[src/rtl/ahb_pkg.sv]
// ahb_pkg: shared AHB-Lite encodings for the command-driven bus initiator.
//   htrans_t    : transfer type encodings (IDLE/BUSY/NONSEQ/SEQ)
//   hsize_t     : transfer size encodings (BYTE/HALF/WORD)
//   HRESP_*     : slave response encodings
//   HPROT_DATA  : fixed protection attributes driven on HPROT
//   HBURST_SINGLE : fixed burst type driven on HBURST
//   misaligned(): flags commands that must not reach the bus
package ahb_pkg;

    typedef enum logic [1:0] {
        IDLE   = 2'b00,
        BUSY   = 2'b01,
        NONSEQ = 2'b10,
        SEQ    = 2'b11
    } htrans_t;

    typedef enum logic [2:0] {
        BYTE = 3'b000,
        HALF = 3'b001,
        WORD = 3'b010
    } hsize_t;

    localparam logic       HRESP_OKAY    = 1'b0;
    localparam logic       HRESP_ERROR   = 1'b1;
    localparam logic [3:0] HPROT_DATA    = 4'b0011;
    localparam logic [2:0] HBURST_SINGLE = 3'b000;

    // size 0/1/2 = byte/half/word; size 3 has no legal encoding and is
    // always rejected.
    function automatic logic misaligned(input logic [1:0] size,
                                        input logic [1:0] addr_lo);
        logic bad;
        case (size)
            2'd0:    bad = 1'b0;
            2'd1:    bad = addr_lo[0];
            2'd2:    bad = (addr_lo != 2'b00);
            default: bad = 1'b1;
        endcase
        return bad;
    endfunction

endpackage

[src/rtl/ahb_lite_master_lanes.sv]
// ahb_lite_master_lanes: byte-lane steering for the AHB-Lite initiator.
// Purely combinational.
//   size      in  2  : 0 byte, 1 halfword, 2 word
//   addr_lo   in  2  : address bits [1:0] of the transfer
//   wdata     in  32 : right-justified write data
//   rdata     in  32 : HRDATA as returned by the slave
//   wdata_rep out 32 : write data replicated across all lanes
//   rdata_ext out 32 : addressed lane, right-justified and zero-extended
module ahb_lite_master_lanes
    import ahb_pkg::*;
(
    input  logic [1:0]  size,
    input  logic [1:0]  addr_lo,
    input  logic [31:0] wdata,
    input  logic [31:0] rdata,
    output logic [31:0] wdata_rep,
    output logic [31:0] rdata_ext
);

    always_comb begin
        wdata_rep = wdata;
        rdata_ext = rdata;
        case (size)
            2'd0: begin
                wdata_rep = {4{wdata[7:0]}};
                rdata_ext = {24'd0, rdata[{addr_lo, 3'b000} +: 8]};
            end
            2'd1: begin
                wdata_rep = {2{wdata[15:0]}};
                rdata_ext = {16'd0, rdata[{addr_lo[1], 4'b0000} +: 16]};
            end
            default: begin
                wdata_rep = wdata;
                rdata_ext = rdata;
            end
        endcase
    end

endmodule

[src/rtl/ahb_lite_master.sv]
// ahb_lite_master: turns a valid/ready command stream into single AHB-Lite
// transfers with overlapped address and data phases, returning one in-order
// response per command.
//   HCLK, HRESET            : clock, synchronous active-high reset
//   cmd_valid/cmd_ready     : command handshake
//   cmd_addr/write/size/wdata : command fields (size 0/1/2 = byte/half/word)
//   rsp_valid/rdata/error   : one-cycle completion pulse, no backpressure
//   HADDR..HMASTLOCK        : AHB-Lite initiator outputs
//   HREADY, HRDATA          : slave inputs
//   HRESP                   : present only when AHB_MASTER_HRESP_EN is defined
// Optional feature macro: AHB_MASTER_HRESP_EN (ERROR response handling with
// cancellation and reissue of the pending address phase).
module ahb_lite_master
    import ahb_pkg::*;
(
    input  logic        HCLK,
    input  logic        HRESET,
    input  logic        cmd_valid,
    output logic        cmd_ready,
    input  logic [31:0] cmd_addr,
    input  logic        cmd_write,
    input  logic [1:0]  cmd_size,
    input  logic [31:0] cmd_wdata,
    output logic        rsp_valid,
    output logic [31:0] rsp_rdata,
    output logic        rsp_error,
    output logic [31:0] HADDR,
    output logic [1:0]  HTRANS,
    output logic        HWRITE,
    output logic [2:0]  HSIZE,
    output logic [31:0] HWDATA,
    output logic [2:0]  HBURST,
    output logic [3:0]  HPROT,
    output logic        HMASTLOCK,
    input  logic        HREADY,
    input  logic [31:0] HRDATA
`ifdef AHB_MASTER_HRESP_EN
    ,
    input  logic        HRESP
`endif
);

    // A slot (address phase)
    logic        vld_p0;
    logic        err_p0;
    logic [31:0] addr_p0;
    logic        write_p0;
    logic [1:0]  size_p0;
    logic [31:0] wdata_p0;

    // D slot (data phase)
    logic        vld_p1;
    logic        err_p1;
    logic [1:0]  addr_lo_p1;
    logic        write_p1;
    logic [1:0]  size_p1;
    logic [31:0] wdata_p1;

    logic        cancel;
    logic        cancel_hold;
    logic        hresp_err;
    logic        a_adv;
    logic        d_done;
    logic        accept;
    logic [31:0] wdata_rep;
    logic [31:0] rdata_ext;

`ifdef AHB_MASTER_HRESP_EN
    // First ERROR cycle: stall. cancel_hold then covers the second cycle,
    // where the pending address phase must be withdrawn (IDLE) and kept
    // for reissue once the error has completed.
    assign cancel    = vld_p1 && (HRESP == HRESP_ERROR) && !HREADY;
    assign hresp_err = (HRESP == HRESP_ERROR);

    always_ff @(posedge HCLK) begin
        if (HRESET)
            cancel_hold <= 1'b0;
        else if (cancel)
            cancel_hold <= 1'b1;
        else if (HREADY)
            cancel_hold <= 1'b0;
    end
`else
    assign cancel      = 1'b0;
    assign cancel_hold = 1'b0;
    assign hresp_err   = 1'b0;
`endif

    assign a_adv     = HREADY && !cancel && !cancel_hold;
    assign d_done    = HREADY && vld_p1;
    assign cmd_ready = !HRESET && (!vld_p0 || a_adv);
    assign accept    = cmd_valid && cmd_ready;

    // ---- stage p0: command accept into A slot ----
    always_ff @(posedge HCLK) begin
        if (HRESET) begin
            vld_p0   <= 1'b0;
            err_p0   <= 1'b0;
            addr_p0  <= '0;
            write_p0 <= 1'b0;
            size_p0  <= '0;
            wdata_p0 <= '0;
        end else if (accept) begin
            vld_p0   <= 1'b1;
            err_p0   <= misaligned(cmd_size, cmd_addr[1:0]);
            addr_p0  <= cmd_addr;
            write_p0 <= cmd_write;
            size_p0  <= cmd_size;
            wdata_p0 <= cmd_wdata;
        end else if (a_adv) begin
            vld_p0   <= 1'b0;
        end
    end

    // Misaligned commands travel as IDLE so ordering is kept without
    // touching the bus.
    assign HTRANS    = (vld_p0 && !err_p0 && !cancel_hold) ? NONSEQ : IDLE;
    assign HADDR     = addr_p0;
    assign HWRITE    = write_p0;
    assign HSIZE     = {1'b0, size_p0};
    assign HBURST    = HBURST_SINGLE;
    assign HPROT     = HPROT_DATA;
    assign HMASTLOCK = 1'b0;

    // ---- stage p1: A slot to D slot ----
    always_ff @(posedge HCLK) begin
        if (HRESET) begin
            vld_p1     <= 1'b0;
            err_p1     <= 1'b0;
            addr_lo_p1 <= '0;
            write_p1   <= 1'b0;
            size_p1    <= '0;
            wdata_p1   <= '0;
        end else if (a_adv) begin
            vld_p1     <= vld_p0;
            err_p1     <= err_p0;
            addr_lo_p1 <= addr_p0[1:0];
            write_p1   <= write_p0;
            size_p1    <= size_p0;
            wdata_p1   <= wdata_p0;
        end else if (d_done) begin
            // Only reached in the second ERROR cycle: D retires, A is held.
            vld_p1     <= 1'b0;
        end
    end

    ahb_lite_master_lanes u_lanes (
        .size      (size_p1),
        .addr_lo   (addr_lo_p1),
        .wdata     (wdata_p1),
        .rdata     (HRDATA),
        .wdata_rep (wdata_rep),
        .rdata_ext (rdata_ext)
    );

    // D slot registers only change when the slave is ready, so HWDATA is
    // stable across wait states.
    assign HWDATA = (vld_p1 && write_p1 && !err_p1) ? wdata_rep : '0;

    // ---- stage p2: D slot completion into response register ----
    always_ff @(posedge HCLK) begin
        if (HRESET) begin
            rsp_valid <= 1'b0;
            rsp_error <= 1'b0;
            rsp_rdata <= '0;
        end else begin
            rsp_valid <= d_done;
            if (d_done) begin
                rsp_error <= err_p1 || hresp_err;
                rsp_rdata <= (write_p1 || err_p1 || hresp_err) ? '0 : rdata_ext;
            end
        end
    end

endmodule

[config.mk]
export PLATFORM = sky130hd
export DESIGN_NAME = ahb_lite_master
export DESIGN_NICKNAME = d
export VERILOG_FILES = /design/src/rtl/ahb_pkg.sv /design/src/rtl/ahb_lite_master_lanes.sv /design/src/rtl/ahb_lite_master.sv
export SDC_FILE = /design/constraint.sdc
export NUM_CORES = 1
export LEC_CHECK = 0
export CAP_MARGIN = 0
export CORE_MARGIN = 3
export CORE_UTILIZATION = 48
export DETAILED_ROUTE_END_ITERATION = 10
export PLACE_DENSITY = 0.95
export SYNTH_ARGS = -nofsm -noshare
export SYNTH_HDL_FRONTEND = slang
export SYNTH_SLANG_ARGS = --single-unit
export TNS_END_PERCENT = 1
[constraint.sdc]
create_clock -name HCLK -period 2.5 [get_ports HCLK]
set_input_delay 0.375 -clock HCLK [delete_from_list [all_inputs] [get_ports HCLK]]
set_output_delay 0.375 -clock HCLK [all_outputs]
set_load 0.01 [all_outputs]
# Yosys cells after proc, flatten, opt, wreduce, memory -nomap -nowiden
# Cells that the tools add are included.
[totals]
regBits = 142
inputBits = 103
output_inout_bits = 113
wordCells = 47
[classes]
eq_ne = 3
shifts = 2
n_mux = 10
reduce_logical = 17
[op_table]
columns = ["cell", "n"]
rows = [
  ["$pmux 32 s2", 2],
  ["$mux 32", 2],
  ["$shiftx 32x6->16", 1],
  ["$shiftx 32x6->8", 1],
  ["$logic_and 1x1->1", 6],
  ["$reduce_bool 2->1", 3],
  ["$eq 2x1->1 const B", 2],
  ["$logic_not 1->1", 4],
  ["$logic_not 2->1", 2],
  ["$mux 1", 4],
  ["$pmux 1 s3", 1],
  ["$eq 2x2->1 const B", 1],
  ["$logic_or 1x1->1", 2],
  ["$mux 2", 1],
]

# Longest topological paths before layout
# Gate-level depths: netlist of run 1.
[logic_depth]
ltp_word = 5
mapped_depth = 7
ltp_nobuf = 4

# Modules after synthesis
# A second synthesis of run 1 with hierarchy kept.
[unflattened]
hier_cells = 706
hier_area_um2 = 6611.3
[by_module_without_submodules]
columns = ["mod", "instances", "cells_each", "area_per_inst_um2", "seq_area_each_um2"]
rows = [
  ["ahb_lite_master", 1, 582, 5665.4, 2842.7],
  ["ahb_lite_master_lanes", 1, 124, 945.9, 0.0],
]

# Worst setup path after synthesis of run 1
# Ideal clock, no wire load.
[synth_timing]
path_kind = "register to output"
startpoint = "register vld_p1"
endpoint = "output HWDATA[12]"
arrival_ns = 1.284
required_ns = 2.125
slack_ns = 0.841
stages_incl_launch_ff = 6
n_path_buf = 2
path_cell_list = "dfxtp_1 -> nand2_1 -> or2_2 -> clkbuf_1 -> clkbuf_1 -> a21oi_1"
[synth_via]
elab_chain_len = 3
[synth_rtl]
columns = ["element", "line", "text"]
rows = [
  ["start, declared", "ahb_lite_master.sv:52", "logic vld_p1;"],
  ["start signal, assigned", "ahb_lite_master.sv:135", "vld_p1 <= vld_p0;"],
  ["$logic_and 1x1->1 (2 in a row)", "ahb_lite_master.sv:158", "assign HWDATA = (vld_p1 && write_p1 && !err_p1) ? wdata_rep : '0;"],
  ["$mux 32", "ahb_lite_master.sv:158", ""],
  ["end, declared", "ahb_lite_master.sv:31", "output logic [31:0] HWDATA,"],
]
# No other way between the ends.

# Final worst setup path of run 1
[layout_timing]
startpoint = "register size_p1[1]"
endpoint = "output HWDATA[14]"
[layout_via]
elab_chain_len = 3
elab_cells_between_ends = 4
classes_between = "1 x eq/ne; 2 x mux; 1 x reduce/logical"
[layout_rtl]
columns = ["element", "line", "text"]
rows = [
  ["start, declared", "ahb_lite_master.sv:56", "logic [1:0] size_p1;"],
  ["start signal, assigned", "ahb_lite_master.sv:139", "size_p1 <= size_p0;"],
  ["$eq 2x1->1 or $logic_not 2->1 (tied branches)", "ahb_lite_master_lanes.sv:23", "case (size)"],
  ["$pmux 32 s2 (*)", "ahb_lite_master_lanes.sv:23", ""],
  ["$mux 32 (*)", "ahb_lite_master.sv:158", ""],
]
# Every way passes the cells marked *; elsewhere a longest branch is shown, timed or not.

==> flow_summary.toml, run 1 <==
[route]
drt_iter0_drc = 506
wl_um = 16900
ant_nets = 0
wl_per_cell_um = 16.3
vias_per_cell = 5.33
drt_drc_violations_left = 0
vias = 5532
firstDrtPassIters = 7

[critical_path]
cp_cell_sequence = "nor2_4 -> nand2_1 -> a21oi_1 -> clkdlybuf4s50_1"
worstSetupPathDepth = 4
cp-end-kind = "primary output"
ff2ff_path_depth = 6
arrival_ps = 1990
cp-start-kind = "flop"
cp.required_ps = 2120
crit_slowest_cell = "clkdlybuf4s50_1"
rrSetupSlack_ps = 730
reg2reg_to = "rsp_rdata[20]$_SDFFE_PP0P_"
critPathTopFamily = "buffers and inverters"
slowest_delay_ps = 560
crit_fanout = 37
r2r_start = "size_p1[1]$_SDFFE_PP0P_"
crit_buf_inv = 1
crit_type = "reg2out"

[clock_tree]
path_clk_slew_ps = 60
cts_buffers = 17
postCtsSetupBuffers = 0
root_buffer = "clkbuf_16"
clkSinkCount = 142
cts.path.max_buffers = 2
insertion_delay_ps = 420
cts_tree = "built"
cts_max_level = 4

[floorplanning]
fp.dieW_um = 117
design.core.area_um2 = 11700
row_count = 39
io_pins = 216
initial_core_util_pct = 50.4
fp.dieArea_um2 = 13600
die_y_um = 117

[layout]
drive_above_1_share_pct = 7.27
n_antenna_cell = 0
area_growth_pct = 46.1
final_area_um2 = 8580
final_nets = 984

[power]
ir_worst_vdd_mv = 0.611
power_mw = 5.71
leakage_nw = 3.19
power_density_nw_per_um2 = 665

[sta]
rsz0062_at_grt = "false"
fmax_ghz = 0.422
max_slew_margin_pct = 47.7
finClkSkew_ps = 5.46
hold_viol_final = 0
finalMaxSlewViolations = 0
worst_pin_slew_ps = 782
post-route-period-util_pct = 94.8
min_period_ps = 2370
finalSetupViolCount = 0
setup_tns_ps = 0

[global_route]
grt_max_degree = 71
grt_overflow = 0
grt_pass1_wl_um = 26300
grt_antenna_before_repair = 0
grt_pass1_vias = 5285
grt_use_total_pct = 24.7

[outcome]
status = "completed"

[placement]
hpwl_um = 12100
gp_congestion = 0.852
dpl_cell_area_um2 = 7940
portBuffers = 205

[synth]
yosysSeqAreaShare_pct = 48.4
yosysMostFrequentCell = "nand2_1"
syn_avg_cell_area_um2 = 8.41
ys_top_cells_by_count = "nand2_1, dfxtp_1, nor2_1, o21ai_0, mux2i_1"
yosysWarnings = 0
ys_types = 31
synthTopCellsByArea = "dfxtp_1, mux2i_1, nand2_1"
synth_top_cell_area_share_pct = 48.4
syn-instance-count = 698
syn_area_um2 = 5870
yosysTopAreaCell = "dfxtp_1"
synth-edff-count = 0
synth_ff_type = "dfxtp_1"
synth-seq-cells = 142
async_flop_share_pct = 0

[worst_hold_path]
hold_path_depth = 2
holdPathEnd = "err_p0$_SDFFE_PP0P_"
holdCritPathClass = "in2reg"
worstHoldStart = "HRESET"

[run]
cap_violations = 0
## report_power, final
part           internal [mW]  switching [mW]  leakage, nW
clock network           1.67           0.954        0.298
registers               2.37          0.0886         1.16
logic                  0.340           0.274         1.73
total                   4.39            1.32         3.19
## registers in the layout (all words and copies together), names as in the netlist
register    cells
size_p0         2
err_p1          1
size_p1         2
err_p0          1
vld_p1          1
wdata_p1       32
HADDR          32
wdata_p0       32
addr_lo_p1      2
write_p1        1
vld_p0          1
rsp_valid       1
rsp_error       1
rsp_rdata      32
HWRITE          1
## through the flow
stage / hold slack (ps) / utilization [%] / setup WS [ps] / instances
6_report: 226 / 73.6 / 131 / 1037
3_5_place_dp: 441 / 68.1 / 273 / 1005
2_1_floorplan: 428 / - / 841 / 706
4_1_cts: 217 / 73.5 / 10.1 / 1037
3_3_place_gp: 435 / 68.1 / 283 / 1005
5_1_grt: 232 / 73.6 / 7.61 / 1037
## placed cells by master, fill, tap and decap left out, types with 3 or more instances in the layout
cell	n
nor3_1	3
o21ai_0	62
mux2_2	8
a222oi_1	8
bufinv_16	4
a22o_1	6
dfxtp_1	139
conb_1	10
clkbuf_16	17
a21oi_1	19
nand3_1	7
and2_1	8
clkinv_4	3
nor2_1	94
buf_12	3
o211ai_1	6
nand2_1	153
a22oi_1	18
clkdlybuf4s50_1	203
mux2i_1	58
o21bai_1	6
o21ai_1	13
buf_4	11
a21boi_0	6
nor2b_1	3
## layout make-up
| type | count | area, µm² |
|---|---|---|
| Tap cell | 143 | 179 |
| Clock buffer | 19 | 433 |
| Multi-Input combinational cell | 499 | 2740 |
| Clock inverter | 13 | 189 |
| Inverter | 2 | 7.51 |
| Timing Repair Buffer | 219 | 2180 |
| Sequential cell | 142 | 2850 |
| Fill cell | 847 | 3080 |
## kinds of logic (layout without fill, tap and decap cells)
group	after synthesis	count (layout)	share of synthesized area, %
buffers and inverters	65	253	5.67
muxes	66	66	11.4
other	2	10	0.128
and+or+nand+nor	275	275	19.0
AOI/OAI and AO/OA	148	148	15.4
DFF	142	142	48.4
## how the worst max path moves through the flow
stage | from | endpoint | slack [ps]
global placement | size_p1[0]$_SDFFE_PP0P_ | HWDATA[31] | 280
floorplan | vld_p1$_SDFFE_PP0P_ | HWDATA[12] | 840
CTS | vld_p1$_SDFFE_PP0P_ | HWDATA[6] | 10
finish | size_p1[1]$_SDFFE_PP0P_ | HWDATA[14] | 130
detailed placement | size_p1[0]$_SDFFE_PP0P_ | HWDATA[31] | 270
global route | size_p1[1]$_SDFFE_PP0P_ | HWDATA[14] | 8
## routing by layer
layer	GRT usage (%)	vias to the layer above	routed length, µm
li1	-	2717	-
met1	30.3	2554	7070
met2	40.0	233	7990
met3	7.77	28	1500
met4	10.5	0	355
met5	0	-	0
## worst register-to-register path, cell delays in order, from the launching register on
cell and delay [ps]:
dfxtp_4 630, buf_4 270, inv_1 140, nor2_2 150, buf_4 290, a22oi_1 130
nor2_1 110
## timing repair
item,in CTS,in global routing
setup endpoints to repair,24,13
hold endpoints to repair,0,0
gates resized for setup,4,4
hold buffers,0,0
No activity file was read; power rests on OpenSTA's default activity.
==> run 2: changes to the inputs <==
--- a/config.mk
+++ b/config.mk
@@ -6,10 +6,11 @@
 export NUM_CORES = 1
 export LEC_CHECK = 0
 export CAP_MARGIN = 0
+export CORE_ASPECT_RATIO = 0.9
 export CORE_MARGIN = 3
-export CORE_UTILIZATION = 48
+export CORE_UTILIZATION = 30
 export DETAILED_ROUTE_END_ITERATION = 10
-export PLACE_DENSITY = 0.95
+export PLACE_DENSITY = 0.68
 export SYNTH_ARGS = -nofsm -noshare
 export SYNTH_HDL_FRONTEND = slang
 export SYNTH_SLANG_ARGS = --single-unit
==> flow_summary.toml, run 2 (synthesized netlist as in run 1, its figures left out) <==
[route]
drt_drc_violations_left = 0
vias_per_cell = 4.72
firstDrtPassIters = 5
drt_iter0_drc = 332
ant_nets = 0
wl_per_cell_um = 16.3
vias = 5373
wl_um = 18600

[sta]
finalMaxSlewViolations = 0
rsz0062_at_grt = "false"
hold_viol_final = 0
worst_pin_slew_ps = 671
setup_tns_ps = 0
finClkSkew_ps = 12.4
setup_slack_ps = 142
max_slew_margin_pct = 55.0
fmax_ghz = 0.424
min_period_ps = 2360
finalSetupViolCount = 0
post-route-period-util_pct = 94.3

[run]
cap_violations = 0

[critical_path]
crit_fanout = 19
cp-end-kind = "primary output"
crit_type = "reg2out"
cp.required_ps = 2120
arrival_ps = 1980
cp-start-kind = "flop"

[clock_tree]
clkSinkCount = 142
cts_tree = "built"
insertion_delay_ps = 420
cts.path.max_buffers = 2
path_clk_slew_ps = 60
cts_max_level = 4
cts_buffers = 17
hold_buffers = 0
root_buffer = "clkbuf_16"

[power]
power_mw = 5.70
leakage_nw = 3.19
ir_worst_vdd_mv = 0.466
power_density_nw_per_um2 = 654

[floorplanning]
io_pins = 216
initial_core_util_pct = 31.2
fp.dieW_um = 153
fp.dieArea_um2 = 21300
row_count = 47
design.core.area_um2 = 18800
die_y_um = 139

[layout]
mostFrequentLayoutCells = "clkdlybuf4s50_1, nand2_1, dfxtp_1"
drive_above_1_share_pct = 7.16
final_nets = 985
final_area_um2 = 8700
fillCellCount = 1857
n_antenna_cell = 0
area_growth_pct = 48.2
fin_util_pct = 46.3
final_common_cell = "clkdlybuf4s50_1"

[global_route]
grt_max_degree = 75
grt_overflow = 0
grt_pass1_vias = 5253
grt_pass1_wl_um = 29400
grt_antenna_before_repair = 1
grt_use_total_pct = 17.2

[placement]
portBuffers = 205
gp_congestion = 0.804
dpl_cell_area_um2 = 8090
place_ws_ps = 316
hpwl_um = 13200

[worst_hold_path]
holdCritPathClass = "in2reg"

[outcome]
status = "completed"
==> run 2: cell count changes in the layout (fill, tap and decap cells not counted) <==
cell | previous run | this run
inv_6 | 2 | 0
dfxtp_1 | 139 | 140
nor2_1 | 94 | 95
dfxtp_4 | 2 | 1
buf_12 | 3 | 4
o21ai_0 | 62 | 63
o21ai_1 | 13 | 12
clkinvlp_4 | 2 | 3
clkbuf_1 | 2 | 1
clkinv_4 | 3 | 0
clkinv_2 | 2 | 6
nor2_2 | 2 | 1
==> run 2: report_power, final <==
part	switching (mW)	leakage [nW]	total [mW]	internal [mW]
registers	0.0841	1.16	2.46	2.37
logic	0.284	1.74	0.625	0.342
clock network	0.961	0.291	2.61	1.65
==> run 2: metrics by stage <==
| step | instances | hold slack (ps) |
|---|---|---|
| 5_1_grt | 1139 | 271 |
| 6_report | 1139 | 281 |
| 4_1_cts | 1139 | 255 |
| 3_5_place_dp | 1108 | 444 |
| 2_1_floorplan | 706 | 428 |
| 3_3_place_gp | 1108 | 435 |
==> run 2: critical path, cell delays in order, from the launching register on <==
cell,delay [ps]
dfxtp_1,370
buf_12,180
mux2i_1,280
nor2_1,70
a21oi_1,120
nor2_1,50
clkdlybuf4s50_1,490
==> run 2: worst paths after layout <==
| kind | startpoint | slack (ps) | endpoint | cells past startpoint |
|---|---|---|---|---|
| setup / recovery | size_p1[0]$_SDFFE_PP0P_ | 140 | HWDATA[27] | 6 |
| setup reg to reg | addr_lo_p1[0]$_SDFFE_PP0P_ | 740 | rsp_rdata[5]$_SDFFE_PP0P_ | 4 |
| hold reg to reg | wdata_p0[25]$_SDFFE_PP0P_ | 450 | wdata_p0[25]$_SDFFE_PP0P_ | 2 |
| hold / removal | HRESET | 280 | err_p1$_SDFFE_PP0P_ | 2 |
==> run 2: what timing repair did <==
item / in CTS / in global routing
pin swaps: 0 / 0
setup endpoints to repair: 24 / 5
buffers inserted: 0 / 0
gates resized for setup: 3 / 1
==> run 2: layer usage <==
metal | GRT usage [%] | share of wire [%] | vias up
met3 | 6.02 | 8.0 | 16
li1 | - | - | 2697
met2 | 26.7 | 45 | 182
met4 | 4.37 | 0.72 | 2
met1 | 23.0 | 46 | 2476
met5 | 0 | 0.070 | -
==> run 2: layout make-up <==
class | count | area (µm²) | share of cell area [%]
timing repair buffer | 220 | 2200 | 25.3
clock buffer | 18 | 429 | 4.93
multi-input combinational | 499 | 2740 | 31.4
tap | 245 | 307 | 3.52
sequential | 142 | 2850 | 32.7
clock inverter | 13 | 173 | 1.98
inverter | 2 | 7.51 | 0.0863
